File: config.mk
export PLATFORM = sky130hd
export DESIGN_NAME = forwarding_hazard_unit
export DESIGN_NICKNAME = d
export VERILOG_FILES = /design/src/rtl/mips_pkg.sv /design/src/rtl/forwarding_select.sv /design/src/rtl/forwarding_hazard_unit.sv
export SDC_FILE = /design/constraint.sdc
export NUM_CORES = 1
export LEC_CHECK = 0
export BUFFER_PORTS_ARGS = -buffer_cell sky130_fd_sc_hd__buf_2
export CAP_MARGIN = 40
export CORE_ASPECT_RATIO = 0.8
export CORE_MARGIN = 5
export CORE_UTILIZATION = 50
export DETAILED_ROUTE_END_ITERATION = 7
export PLACE_DENSITY = 0.87
export SETUP_SLACK_MARGIN = 0.05
export SLEW_MARGIN = 20
export SYNTH_ARGS = -nofsm -noshare
export SYNTH_HDL_FRONTEND = slang
export SYNTH_SLANG_ARGS = --single-unit
File: constraint.sdc
create_clock -name i_clock -period 3.7 [get_ports i_clock]
set_input_delay 0.185 -clock i_clock [delete_from_list [all_inputs] [get_ports i_clock]]
set_output_delay 0.185 -clock i_clock [all_outputs]
set_load 0.01 [all_outputs]
File: src/rtl/mips_pkg.sv
// Shared definitions for the decode-stage forwarding and hazard logic.
// Holds the forward-select encodings, the stall FSM state encoding, the
// load-use stall length and a small helper used to combine per-source needs.
package mips_pkg;

    localparam logic [1:0] FWD_REGFILE = 2'b00;
    localparam logic [1:0] FWD_EX_MEM  = 2'b01;
    localparam logic [1:0] FWD_MEM_WB  = 2'b10;
    localparam logic [1:0] FWD_ID_EX   = 2'b11;

    // Stall cycles required when the consumer sits directly behind a load.
    localparam logic [1:0] LOAD_USE_STALL = 2'd2;

    typedef enum logic [0:0] {
        ST_IDLE = 1'b0,
        ST_WAIT = 1'b1
    } stall_state_t;

    // Larger of two stall-need values.
    function automatic logic [1:0] max_need(input logic [1:0] a, input logic [1:0] b);
        logic [1:0] r;
        if (a > b) begin
            r = a;
        end else begin
            r = b;
        end
        return r;
    endfunction

endpackage

File: src/rtl/forwarding_select.sv
// Per-source forwarding compare chain.
// Compares one decode-stage source register against the destinations held in
// ID/EX, EX/MEM and MEM/WB, picks the youngest producer, and reports how many
// stall cycles a load producer still needs before its data can be forwarded.
// Ports:
//   i_src_addr / i_src_used         : source register and whether it is read
//   i_rd_* / i_reg_wr_*             : destination and write flag per stage
//   i_mem_read_id_ex / _ex_mem      : stage holds a load
//   o_forward                       : operand mux select (mips_pkg FWD_*)
//   o_need                          : 2 = adjacent load-use, 1 = one apart, 0 = none
module forwarding_select
    import mips_pkg::*;
#(
    parameter int NB_REG_ADDRESS       = 5,
    parameter int NB_FORWARDING_ENABLE = 2
) (
    input  logic [NB_REG_ADDRESS-1:0]       i_src_addr,
    input  logic                            i_src_used,
    input  logic [NB_REG_ADDRESS-1:0]       i_rd_id_ex,
    input  logic [NB_REG_ADDRESS-1:0]       i_rd_ex_mem,
    input  logic [NB_REG_ADDRESS-1:0]       i_rd_mem_wb,
    input  logic                            i_reg_wr_id_ex,
    input  logic                            i_reg_wr_ex_mem,
    input  logic                            i_reg_wr_mem_wb,
    input  logic                            i_mem_read_id_ex,
    input  logic                            i_mem_read_ex_mem,
    output logic [NB_FORWARDING_ENABLE-1:0] o_forward,
    output logic [1:0]                      o_need
);

    logic src_live_s;
    logic match_id_ex_s;
    logic match_ex_mem_s;
    logic match_mem_wb_s;

    // Stage matches; r0 and unused sources never match anything.
    always_comb begin
        src_live_s     = i_src_used & (i_src_addr != {NB_REG_ADDRESS{1'b0}});
        match_id_ex_s  = src_live_s & i_reg_wr_id_ex  & (i_rd_id_ex  == i_src_addr);
        match_ex_mem_s = src_live_s & i_reg_wr_ex_mem & (i_rd_ex_mem == i_src_addr);
        match_mem_wb_s = src_live_s & i_reg_wr_mem_wb & (i_rd_mem_wb == i_src_addr);
    end

    // Youngest producer wins the forward select.
    always_comb begin
        o_forward = NB_FORWARDING_ENABLE'(FWD_REGFILE);
        if (match_id_ex_s) begin
            o_forward = NB_FORWARDING_ENABLE'(FWD_ID_EX);
        end else if (match_ex_mem_s) begin
            o_forward = NB_FORWARDING_ENABLE'(FWD_EX_MEM);
        end else if (match_mem_wb_s) begin
            o_forward = NB_FORWARDING_ENABLE'(FWD_MEM_WB);
        end else begin
            o_forward = NB_FORWARDING_ENABLE'(FWD_REGFILE);
        end
    end

    // Load data is only forwardable from MEM/WB, so a load further up the
    // pipe costs one stall cycle per stage it still has to travel.
    always_comb begin
        o_need = 2'd0;
        if (match_id_ex_s && i_mem_read_id_ex) begin
            o_need = LOAD_USE_STALL;
        end else if (match_ex_mem_s && i_mem_read_ex_mem) begin
            o_need = 2'd1;
        end else begin
            o_need = 2'd0;
        end
    end

endmodule

File: src/rtl/forwarding_hazard_unit.sv
// Decode-stage forwarding and load-use hazard unit.
// Produces per-source operand forward selects, detects load-use hazards and
// runs a small stall FSM that holds PC/IF-ID and bubbles ID/EX until the load
// reaches MEM/WB. Also keeps a saturating stalled-cycle counter for debug.
// Ports:
//   i_clock, i_reset (sync, active low), i_enable (0 freezes state), i_flush
//   i_src_addr / i_src_used : packed decode sources, src k at [k*NB_REG_ADDRESS +: NB_REG_ADDRESS]
//   i_rd_*, i_reg_wr_*, i_mem_read_* : pipeline producer information
//   o_forward               : packed per-source selects, same packing as sources
//   o_stall / o_bubble_id_ex: hold PC+IF/ID, squash ID/EX controls
//   o_stall_count           : saturating count of stalled, enabled cycles
module forwarding_hazard_unit
    import mips_pkg::*;
#(
    parameter int NB_REG_ADDRESS       = 5,
    parameter int N_SRC                = 2,
    parameter int NB_FORWARDING_ENABLE = 2,
    parameter int NB_STALL_COUNT       = 32
) (
    input  logic                                  i_clock,
    input  logic                                  i_reset,
    input  logic                                  i_enable,
    input  logic                                  i_flush,
    input  logic [N_SRC*NB_REG_ADDRESS-1:0]       i_src_addr,
    input  logic [N_SRC-1:0]                      i_src_used,
    input  logic [NB_REG_ADDRESS-1:0]             i_rd_id_ex,
    input  logic [NB_REG_ADDRESS-1:0]             i_rd_ex_mem,
    input  logic [NB_REG_ADDRESS-1:0]             i_rd_mem_wb,
    input  logic                                  i_reg_wr_id_ex,
    input  logic                                  i_reg_wr_ex_mem,
    input  logic                                  i_reg_wr_mem_wb,
    input  logic                                  i_mem_read_id_ex,
    input  logic                                  i_mem_read_ex_mem,
    output logic [N_SRC*NB_FORWARDING_ENABLE-1:0] o_forward,
    output logic                                  o_stall,
    output logic                                  o_bubble_id_ex,
    output logic [NB_STALL_COUNT-1:0]             o_stall_count
);

    logic [N_SRC*NB_FORWARDING_ENABLE-1:0] fwd_s;
    logic [N_SRC*2-1:0]                    need_s;
    logic [1:0]                            need_max_s;
    logic                                  stall_s;

    stall_state_t              state_q, state_d;
    logic [1:0]                cnt_q, cnt_d;
    logic [NB_STALL_COUNT-1:0] count_q, count_d;

    for (genvar k = 0; k < N_SRC; k++) begin : g_src
        forwarding_select #(
            .NB_REG_ADDRESS      (NB_REG_ADDRESS),
            .NB_FORWARDING_ENABLE(NB_FORWARDING_ENABLE)
        ) u_select (
            .i_src_addr       (i_src_addr[k*NB_REG_ADDRESS +: NB_REG_ADDRESS]),
            .i_src_used       (i_src_used[k]),
            .i_rd_id_ex       (i_rd_id_ex),
            .i_rd_ex_mem      (i_rd_ex_mem),
            .i_rd_mem_wb      (i_rd_mem_wb),
            .i_reg_wr_id_ex   (i_reg_wr_id_ex),
            .i_reg_wr_ex_mem  (i_reg_wr_ex_mem),
            .i_reg_wr_mem_wb  (i_reg_wr_mem_wb),
            .i_mem_read_id_ex (i_mem_read_id_ex),
            .i_mem_read_ex_mem(i_mem_read_ex_mem),
            .o_forward        (fwd_s[k*NB_FORWARDING_ENABLE +: NB_FORWARDING_ENABLE]),
            .o_need           (need_s[k*2 +: 2])
        );
    end

    // Worst-case stall need across all sources.
    always_comb begin
        need_max_s = 2'd0;
        for (int k = 0; k < N_SRC; k++) begin
            need_max_s = max_need(need_max_s, need_s[k*2 +: 2]);
        end
    end

    // Stall FSM next state and stall output. The detect cycle itself stalls
    // from IDLE; WAIT only covers the extra cycles of an adjacent load-use.
    always_comb begin
        state_d = state_q;
        cnt_d   = cnt_q;
        stall_s = 1'b0;
        case (state_q)
            ST_IDLE: begin
                if (need_max_s != 2'd0) begin
                    stall_s = 1'b1;
                    if (need_max_s == LOAD_USE_STALL) begin
                        state_d = ST_WAIT;
                        cnt_d   = LOAD_USE_STALL - 2'd1;
                    end else begin
                        state_d = ST_IDLE;
                    end
                end else begin
                    stall_s = 1'b0;
                end
            end
            ST_WAIT: begin
                stall_s = 1'b1;
                if (cnt_q <= 2'd1) begin
                    state_d = ST_IDLE;
                    cnt_d   = 2'd0;
                end else begin
                    cnt_d   = cnt_q - 2'd1;
                end
            end
            default: begin
                state_d = ST_IDLE;
                cnt_d   = 2'd0;
            end
        endcase
        // The squashed instruction no longer needs its operands.
        if (i_flush) begin
            stall_s = 1'b0;
            state_d = ST_IDLE;
            cnt_d   = 2'd0;
        end else begin
            stall_s = stall_s;
        end
        // Debug freeze keeps state but the stall request stays visible.
        if (!i_enable) begin
            state_d = state_q;
            cnt_d   = cnt_q;
        end else begin
            state_d = state_d;
        end
        if (!i_reset) begin
            stall_s = 1'b0;
        end else begin
            stall_s = stall_s;
        end
    end

    // Saturating stalled-cycle counter.
    always_comb begin
        count_d = count_q;
        if (stall_s && i_enable && (count_q != {NB_STALL_COUNT{1'b1}})) begin
            count_d = count_q + {{(NB_STALL_COUNT-1){1'b0}}, 1'b1};
        end else begin
            count_d = count_q;
        end
    end

    // State registers with synchronous active-low reset.
    always_ff @(posedge i_clock) begin
        if (!i_reset) begin
            state_q <= ST_IDLE;
            cnt_q   <= 2'd0;
            count_q <= {NB_STALL_COUNT{1'b0}};
        end else begin
            state_q <= state_d;
            cnt_q   <= cnt_d;
            count_q <= count_d;
        end
    end

    // Output drive; forwarding is forced to the register file during reset.
    always_comb begin
        o_forward      = {(N_SRC*NB_FORWARDING_ENABLE){1'b0}};
        if (i_reset) begin
            o_forward = fwd_s;
        end else begin
            o_forward = {(N_SRC*NB_FORWARDING_ENABLE){1'b0}};
        end
        o_stall        = stall_s;
        o_bubble_id_ex = stall_s;
        o_stall_count  = count_q;
    end

endmodule

; After elaboration in Yosys (flattened, before gate mapping)
; Cells that the tools add are included.
[word_totals]
register_bits = 35
output_inout_bits = 38
word_cells = 70
[op_classes]
add_sub_neg = 2
magnitude_cmp = 3
n_eq_ne = 10
muxes = 27
n_bitwise = 15
n_reduce_logical = 10
[op_table]
columns = operator, n
row1 = $add 32x1->32 const B, 1
row2 = $ne 32x32->1 const B, 1
row3 = $eq 5x5->1, 6
row4 = $mux 2, 14
row5 = $and 1x1->1, 14
row6 = $reduce_bool 5->1, 2
row7 = $mux 1, 9
row8 = $logic_and 1x1->1, 6
row9 = $ne 3x3->1 const B, 2
row10 = $mux 4, 1
row11 = $pmux 1 s2, 2
row12 = $pmux 2 s2, 1
row13 = $reduce_and 3->1, 1
row14 = $eq 2x2->1 const B, 1
row15 = $gt 1x2->1 const A, 1
row16 = $gt 2x2->1, 1
row17 = $le 2x1->1 const B, 1
row18 = $reduce_bool 2->1, 1
row19 = $sub 2x1->2 const B, 1
row20 = $not 1->1, 1

; Logic depth before layout (Yosys ltp)
; Gate-level depths: netlist of the first run.
[logic_depth]
depth_word = 18
depth_mapped = 16
ltp_nobuf = 13

; Modules after synthesis
; Synthesis of the first run repeated with hierarchy kept, for this count alone.
[unflattened]
cells_unflattened = 304
area_unflattened_um2 = 2541.2
[by_module_without_submodules]
columns = mod, n_inst, cells_per_inst, area_per_inst_um2, seq_area_each_um2
row1 = forwarding_hazard_unit, 1, 244, 2048.2, 700.7
row2 = forwarding_select, 2, 30, 246.5, 0.0

; Least setup slack after synthesis of the first run
; Ideal clock, no wire load.
[synth_timing]
path_type = input-to-output
from = in i_src_addr[5]
to = out o_stall
arrival_ns = 2.843
required_time_ns = 3.515
path_slack_ns = 0.672
stages = 14
path_cell_list = or4_1 > o21a_1 > and3_1 > and3_1 > ha_1 > inv_1 > o22ai_1 > a2111oi_2 > or2_1 > buf_6 > buf_4 > buf_4 > nor2_1 > buf_4
[synth_via]
elab_chain_len = 14
[synth_lines]
columns = element, line
row1 = "start, declared", forwarding_hazard_unit.sv:24  ; input logic [N_SRC*NB_REG_ADDRESS-1:0] i_src_addr,
row2 = $reduce_bool 5->1, forwarding_select.sv:38  ; src_live_s = i_src_used & (i_src_addr != {NB_REG_ADDRESS{1'b0}});
row3 = $and 1x1->1, forwarding_select.sv:38
row4 = $and 1x1->1 (2 in a row), forwarding_select.sv:40  ; match_ex_mem_s = src_live_s & i_reg_wr_ex_mem & (i_rd_ex_mem == i_src_addr);
row5 = $logic_and 1x1->1, forwarding_select.sv:64  ; end else if (match_ex_mem_s && i_mem_read_ex_mem) begin
row6 = $mux 1, forwarding_select.sv:64
row7 = $mux 2 (*), forwarding_select.sv:62  ; if (match_id_ex_s && i_mem_read_id_ex) begin
row8 = $gt 2x2->1, mips_pkg.sv:22  ; if (a > b) begin
row9 = $mux 2 (*), mips_pkg.sv:22
row10 = $reduce_bool 2->1 (*), forwarding_hazard_unit.sv:85  ; if (need_max_s != 2'd0) begin
row11 = $mux 1 (*), forwarding_hazard_unit.sv:85
row12 = $pmux 1 s2 (*), forwarding_hazard_unit.sv:83  ; case (state_q)
row13 = $mux 1 (*), forwarding_hazard_unit.sv:112  ; if (i_flush) begin
row14 = $mux 1 (*), forwarding_hazard_unit.sv:126  ; if (!i_reset) begin
row15 = "end, declared", forwarding_hazard_unit.sv:35  ; output logic o_stall,
; Every way passes the cells marked *; elsewhere a longest branch is shown, timed or not.

; Worst setup path after layout of the first run
; Same ends and word-level chain as after synthesis.

==> results.txt, run 1 <==
Simple-gate area share of the yosys netlist = 32.4%
Flop2flop setup slack = 990 ps
Clock period minus worst slack = 3090 ps
Synthesized area per cell = 7.99 sq um
GRT Util Overall = 22.2%
Sequential area share after synthesis = 28.4%
Worst-path cell chain = buf_2 > or4_1 > o21a_1 > and3_1 > and3_1 > ha_1 > inv_1 > o22ai_1 > a2111oi_2 > or2_1 > buf_12 > nor2_1 > buf_2
Synth Area in Compound Gates = 18.9%
CP Data Arrival Time = 2910 ps
Clk buf depth = 2
DIE AREA = 6450 sq um
Via density per instance = 6.15
CTS tree = built
Fin area = 2980 sq um
Reg2reg end = o_stall_count[22]$_SDFFE_PN0P_
CP max stage delay = 540 ps
Min-Delay Path Class = input pin to flop
Nets = 417
Post_cts resized = 0
Non-filler instance count after layout = 438
Power consumption = 0.839 mW
Starting Density = 52.8%
Post-synthesis cell type count = 40
Hold EP = state_q$_SDFFE_PN0P_
Syn Inst Count = 309
Crit path max fanout = 55
Dpl cells = 430
Slew Viols, Final = 0
Vias post-DR = 2692
CP required = 3510 ps
Num CTS Buffers = 5
Antenna Nets Post-Route = 0
Status = complete, no violations
Post-Route WL = 6780 um
CP Capture Type = output pin
Final worst-path cycle share = 83.6%
Min-delay src = i_enable
Crit path max-delay cell type = or4_1
Cell Area, Synth = 2470 sq um
H-Tree Depth = 2
Total grt overflow = 0
Syn Nets = 349
Die H = 72.8 um
Synth top area share = 28.4%
Drt drc = 0
Final setup viols = 0
I/O Pins = 74
Core Area = 4680 sq um
Share of post-route cells with drive strength above 1 = 24.1%
Clock-pin slew on the worst setup and hold paths = 70 ps
TNS Setup = 0 ps
Die span in x = 88.6 um
LEAKAGE = 1.16 nW
First-pass GRT wire length = 11800 um
WHS Path Cells = 3
Root buffer cell = clkbuf_8
Yosys synthesis warning count = 0
WHS = 257 ps
Final GP Congestion = 0.924
Most frequent cells in the layout = 73 x buf_2, 35 x dfxtp_1, 31 x nand2_1
Critical path type = input pin to output pin
Drt initial violations = 223
Startpoint Class = input pin
Area leader, netlist = dfxtp_1
RSZ-0062 raised after global routing = no
1st-pass router iterations = 5
Max_cap viols = 0
Total setup buffers inserted after CTS = 0
Ant diodes = 0
Fmax achieved = 323 MHz
Filler cells = 407
# rows = 22
Worst slew pin tran = 826 ps
Flops & latches, synth = 35
Relative slew slack = 44.5%
Fin. Hold Viols = 0
Area Overhead vs Synth = 20.7%
Synth area leaders = dfxtp_1 28%, xnor2_1 7.1%, o31ai_1 5.5%, or4_1 5.5%, a21oi_1 5.1%
Vias in the first global route = 2560
Worst R2R Start = o_stall_count[0]$_SDFFE_PN0P_
Post-DP Area = 2870 sq um
Main combinational cell family by area after synthesis = simple AND/OR/NAND/NOR gates
Multiplexer share of the synthesized area = 2.84%
CTS sink count = 35
Max rail drop VDD = 0.000257 V
Maximum number of pins on one net before global-route repair = 56
Reg2Reg Depth = 9
Hpwl dp = 5120 um
Wire per inst = 15.5 um
Clock skew = 11.6 ps
XOR/XNOR Fraction of Synth Area = 10.6%
Hold buffers post-CTS = 0
Clock Latency Late Sink = 290 ps
PwrDens = 282 nW/um^2
Worst Path Buf+Inv = 4
CP top delay family = simple AND/OR/NAND/NOR gates
Port bufs = 73
Commonest non-fill, non-tap cell in the layout = buf_2
Adder-Cell Fraction of Synth Area = 2.03%
Initial antenna violation count = 0
## synthesized netlist by cell type
master / n
a2111oi_2: 1
a211o_1: 1
a21oi_1: 25
a31o_2: 1
a31oi_1: 1
and2_1: 4
and3_1: 13
and4_1: 3
buf_2: 2
buf_4: 3
buf_6: 2
clkbuf_1: 10
dfxtp_1: 35
ha_1: 4
inv_1: 7
mux2i_1: 7
nand2_1: 31
nand2b_1: 7
nand3_1: 15
nand3b_1: 3
nand4_1: 13
nand4b_1: 3
nor2_1: 12
nor3_1: 5
nor4_1: 9
o211ai_1: 1
o21a_1: 5
o21ai_0: 4
o21ai_4: 1
o22ai_1: 1
o311ai_0: 3
o31a_1: 3
o31ai_1: 18
o41ai_1: 3
or2_1: 1
or3_1: 2
or4_1: 18
or4_4: 2
xnor2_1: 20
xor2_1: 10
## per-stage QoR
stage,util (%),setup slack [ps]
after global routing,63.7,400
after floorplan,-,672
after CTS,63.7,621
after detailed placement,61.3,411
final,63.7,605
after global placement,61.3,556
## report_power, final
group	leakage (nW)	switching (mW)	internal (mW)	total [mW]
logic	0.823	0.0663	0.0467	0.113
clock network	0.0581	0.148	0.201	0.349
registers	0.282	0.000261	0.376	0.377
## state kept, by name, indices dropped and copies added (netlist names)
register and flops:
state_q 1, cnt_q 2, o_stall_count 32
## worst max-delay path by stage
stage	start	to	cells past startpoint	slack, ps
after floorplan	i_src_addr[5]	o_stall	14	670
after global placement	i_src_addr[5]	o_stall_count[23]$_SDFFE_PN0P_	13	560
after detailed placement	i_src_addr[5]	o_stall_count[16]$_SDFFE_PN0P_	13	410
after CTS	i_src_addr[5]	o_stall	13	620
after global routing	i_src_addr[5]	o_stall	14	400
final	i_src_addr[5]	o_stall	13	610
## per-layer routing
layer / track usage (%) / share of wire (%) / vias up
met4: 5.70 / 1.0 / 0
met5: 0 / 0 / -
met3: 4.63 / 7.1 / 8
met2: 35.0 / 48 / 109
li1: - / - / 1304
met1: 30.8 / 44 / 1271
## area by class of cell
cell class | count | area [sq um] | share of cell area [%]
Clock buffer | 5 | 68.8 | 2.31
Clock inverter | 3 | 43.8 | 1.47
Inverter | 7 | 26.3 | 0.882
Multi-Input combinational cell | 250 | 1650 | 55.4
Sequential cell | 35 | 701 | 23.5
Tap cell | 60 | 75.1 | 2.52
Timing Repair Buffer | 78 | 415 | 13.9
## tightest hold or removal path, delay by kind of cell
family	cells	cell delay [ps]
and+or+nand+nor	1	110
buffers and inverters	1	140
AOI/OAI and AO/OA	1	50
## kinds of logic (layout without fill, tap and decap cells)
family | Yosys count | in the layout
compound gates | 68 | 68
xor+xnor | 30 | 30
fa+ha+maj | 4 | 4
buf+inv | 24 | 93
flops | 35 | 35
mux | 7 | 7
simple gates | 141 | 141
(Power assumes the default switching activity.)
==> run 2, diff against run 1 <==
--- a/config.mk
+++ b/config.mk
@@ -5,13 +5,14 @@
 export SDC_FILE = /design/constraint.sdc
 export NUM_CORES = 1
 export LEC_CHECK = 0
+export ABC_AREA = 1
 export BUFFER_PORTS_ARGS = -buffer_cell sky130_fd_sc_hd__buf_2
 export CAP_MARGIN = 40
 export CORE_ASPECT_RATIO = 0.8
 export CORE_MARGIN = 5
-export CORE_UTILIZATION = 50
+export CORE_UTILIZATION = 49
 export DETAILED_ROUTE_END_ITERATION = 7
-export PLACE_DENSITY = 0.87
+export PLACE_DENSITY = 0.86
 export SETUP_SLACK_MARGIN = 0.05
 export SLEW_MARGIN = 20
 export SYNTH_ARGS = -nofsm -noshare
==> constraint.sdc (replaced) <==
create_clock -name i_clock -period 2.5 [get_ports i_clock]
set_input_delay 0.125 -clock i_clock [delete_from_list [all_inputs] [get_ports i_clock]]
set_output_delay 0.125 -clock i_clock [all_outputs]
set_load 0.01 [all_outputs]
==> run 2 against run 1 <==
Compared with the run above:
- sequential power rose by 48%
- area after synthesis increased by 25%
- critical path type unchanged
- synthesized cell count increased by 72%
- clock skew down 3.4 ps
- final cell count increased by 58%
- register-to-register slack got worse by 770 ps
- worst setup slack got worse by 490 ps
- cell area rose by 23%
- via count rose by 36%
- worst hold slack got worse by 93 ps
==> results.txt, run 2 <==
Most numerous cell in the Yosys netlist = nand2_1
Flops & latches, synth = 35 (unchanged)
CTS sink count = 35 (unchanged)
Number of flip-flops in the largest register = 32 (unchanged)
Num CTS Buffers = 5 (unchanged)
TNS Setup = 0 ps (unchanged)
Starting Density = 51.4% (-1.3 points)
Most common library cells after synthesis = 142 x nand2_1, 100 x inv_1, 92 x nor2_1, 35 x dfxtp_1, 23 x nand4_1
Wire per inst = 12.9 um (-17%)
Filler cells = 561 (+38%)
Post-synth EDFFs = 0 (unchanged)
Register share of total power = 45.9% (+1.0 points)
Final setup viols = 0 (unchanged)
LEAKAGE = 1.87 nW (+61%)
CP Capture Type = output pin
Ant diodes = 0 (unchanged)
Yosys synthesis warning count = 0 (unchanged)
Fmax achieved = 419 MHz
Final worst-path cycle share = 95.5%
Drt initial violations = 322 (+44%)
# rows = 25 (+14%)
Maximum number of pins on one net before global-route repair = 33 (-41%)
I/O Pins = 74 (unchanged)
Clock period minus worst slack = 2390 ps
Final worst setup slack = 113 ps (-492 ps)
Root buffer cell = clkbuf_8
Crit path max fanout = 6 (-89%)
CTS tree = built
Max_cap viols = 0 (unchanged)
Share of post-route cells with drive strength above 1 = 20.8% (-3.3 points)
Synth area leaders = dfxtp_1 23%, nand2_1 17%, inv_1 12%, nor2_1 11%, nand4_1 4.7%
Die H = 81.0 um (+11%)
Ys async rst share = 0% (unchanged)
Dpl ws = -8.32 ps (-419 ps)
Most frequent cells in the layout = 142 x nand2_1, 99 x inv_1, 91 x nor2_1
Syn Inst Count = 532 (+72%)
Hpwl dp = 6850 um (+34%)
Antenna Nets Post-Route = 0 (unchanged)
Core Area = 6010 sq um (+28%)
Min-Delay Path Class = input pin to flop
Reg2Reg Depth = 13 (+4)
Main synth FF type = dfxtp_1
1st-pass router iterations = 7 (+2)
Psw = 0.346 mW (+61%)
PwrDens = 333 nW/um^2 (+18%)
Via density per instance = 5.28 (-14%)
Clock-pin slew on the worst setup and hold paths = 80 ps (about the same)
Final GP Congestion = 1.08 (+17%)
Vias in the first global route = 3238 (+26%)
WHS Path Cells = 3 (unchanged)
Nets = 651 (+56%)
CP required = 2380 ps (-1130 ps)
Drt drc = 0 (unchanged)
Status = complete, no violations
Pint = 0.873 mW (+40%)
Dpl cells = 680 (+58%)
Clock Latency Late Sink = 300 ps (about the same)
Clock group share of total power = 39.3% (-2.3 points)
Max rail drop VDD = 0.000208 V (-19%)
Slew Viols, Final = 0 (unchanged)
Non-filler instance count after layout = 693 (+58%)
Comb pwr share = 14.8% (+1.3 points)
Cell Area, Synth = 3090 sq um (+25%)
Post-layout util = 61.0% (-2.7 points)
Relative slew slack = 64.3% (+20 points)
Initial antenna violation count = 0 (unchanged)
Total grt overflow = 0 (unchanged)
Die span in x = 98.8 um (+12%)
First-pass GRT wire length = 14500 um (+23%)
Startpoint Class = input pin
Flop2flop setup slack = 220 ps (-770 ps)
CP Data Arrival Time = 2260 ps (-650 ps)
Commonest non-fill, non-tap cell in the layout = nand2_1
DIE AREA = 8000 sq um (+24%)
Clk buf depth = 2 (unchanged)
Clock skew = 8.21 ps (-3.37 ps)
Worst slew pin tran = 535 ps (-291 ps)
Area Overhead vs Synth = 18.6%
Post-synthesis cell type count = 40 (unchanged)
H-Tree Depth = 2 (unchanged)
Critical path type = input pin to output pin
Sequential area share after synthesis = 22.7% (-5.7 points)
GRT Util Overall = 21.9% (-0.35 points)
Synthesized area per cell = 5.80 sq um (-27%)
Synth top area share = 22.7% (-5.7 points)
Area leader, netlist = dfxtp_1
Vias post-DR = 3660 (+36%)
Switching share of power = 28.4% (+2.7 points)
Fin. Hold Viols = 0 (unchanged)
Port bufs = 73 (unchanged)
Syn Nets = 572 (+64%)
Post-Route WL = 8940 um (+32%)
-- run 2: changes by cell type after synthesis, sizes merged, moves of 12 or more --
cell,before,now
nor2,12,96
nand3,15,27
nand4,13,32
nand2,31,143
a21oi,25,12
and3,13,1
xnor2,20,1
or4,20,0
o21ai,5,25
o31ai,18,0
inv,7,108
-- run 2: path summary, 6_finish.rpt --
kind,start,end
max,i_src_addr[5],o_stall
min,i_flush,cnt_q[1]$_SDFFE_PN0P_
max reg2reg,o_stall_count[1]$_SDFFE_PN0P_,o_stall_count[4]$_SDFFE_PN0P_
min reg2reg,cnt_q[1]$_SDFFE_PN0P_,cnt_q[1]$_SDFFE_PN0P_
-- run 2: area by class of cell --
cell class	instances	area, sq um	share of cell area [%]
sequential	35	701	19.1
inverter	109	409	11.2
timing repair buffer	84	460	12.6
multi-input combinational	376	1890	51.6
tap	81	101	2.77
clock buffer	8	100	2.73
-- run 2: metal layers --
layer / GRT usage (%) / up-vias / routed length (um)
met5: 0 / - / 0
met4: 7.37 / 0 / 258
met3: 4.29 / 35 / 725
met2: 37.3 / 182 / 4120
met1: 27.8 / 1630 / 3830
li1: - / 1813 / -
-- run 2: logic make-up (layout without fill, tap and decap cells) --
kind of cell	count (synthesis)	in the layout	synth area share (%)
xor+xnor	7	7	1.99
flops	35	35	22.7
buf+inv	121	201	16.7
fa+ha+maj	4	4	1.62
simple gates	314	314	47.4
compound gates	51	51	9.52
-- run 2: worst max-delay path, stage by stage --
cell and delay, ps:
buf_2 140, inv_2 70, nand2_1 60, nand3_1 120, nor2_2 150, nand4_1 190
and2_1 200, ha_1 280, nand2_1 90, o21a_1 170, inv_1 60, nand3_2 90
nand3_4 120, buf_12 160, nand2_4 60, inv_1 40, buf_2 130
-- run 2: power by group through the flow --
| stage | sequential [mW] | clock (mW) | combinational (mW) |
|---|---|---|---|
| final | 0.559 | 0.479 | 0.181 |
| after global routing | 0.559 | 0.504 | 0.198 |
| after CTS | 0.559 | 0.481 | 0.171 |
| after detailed placement | 0.572 | 0 | 0.171 |
| after global placement | 0.572 | 0 | 0.165 |
| after floorplan | 0.572 | 0 | 0.104 |
-- run 2: what timing repair did --
action,CTS,global route
setup buffers,0,5
hold buffers,0,0
resized for setup,0,7
endpoints found under the hold margin,0,0
endpoints found under the setup margin,0,2
-- run 2: through the flow --
| step | area (sq um) | hold WS (ps) | power [mW] |
|---|---|---|---|
| after floorplan | 3090 | 248 | 0.676 |
| after global placement | 3490 | 421 | 0.737 |
| after detailed placement | 3490 | 429 | 0.743 |
| after CTS | 3590 | 161 | 1.21 |
| after global routing | 3660 | 198 | 1.26 |
| final | 3660 | 164 | 1.22 |
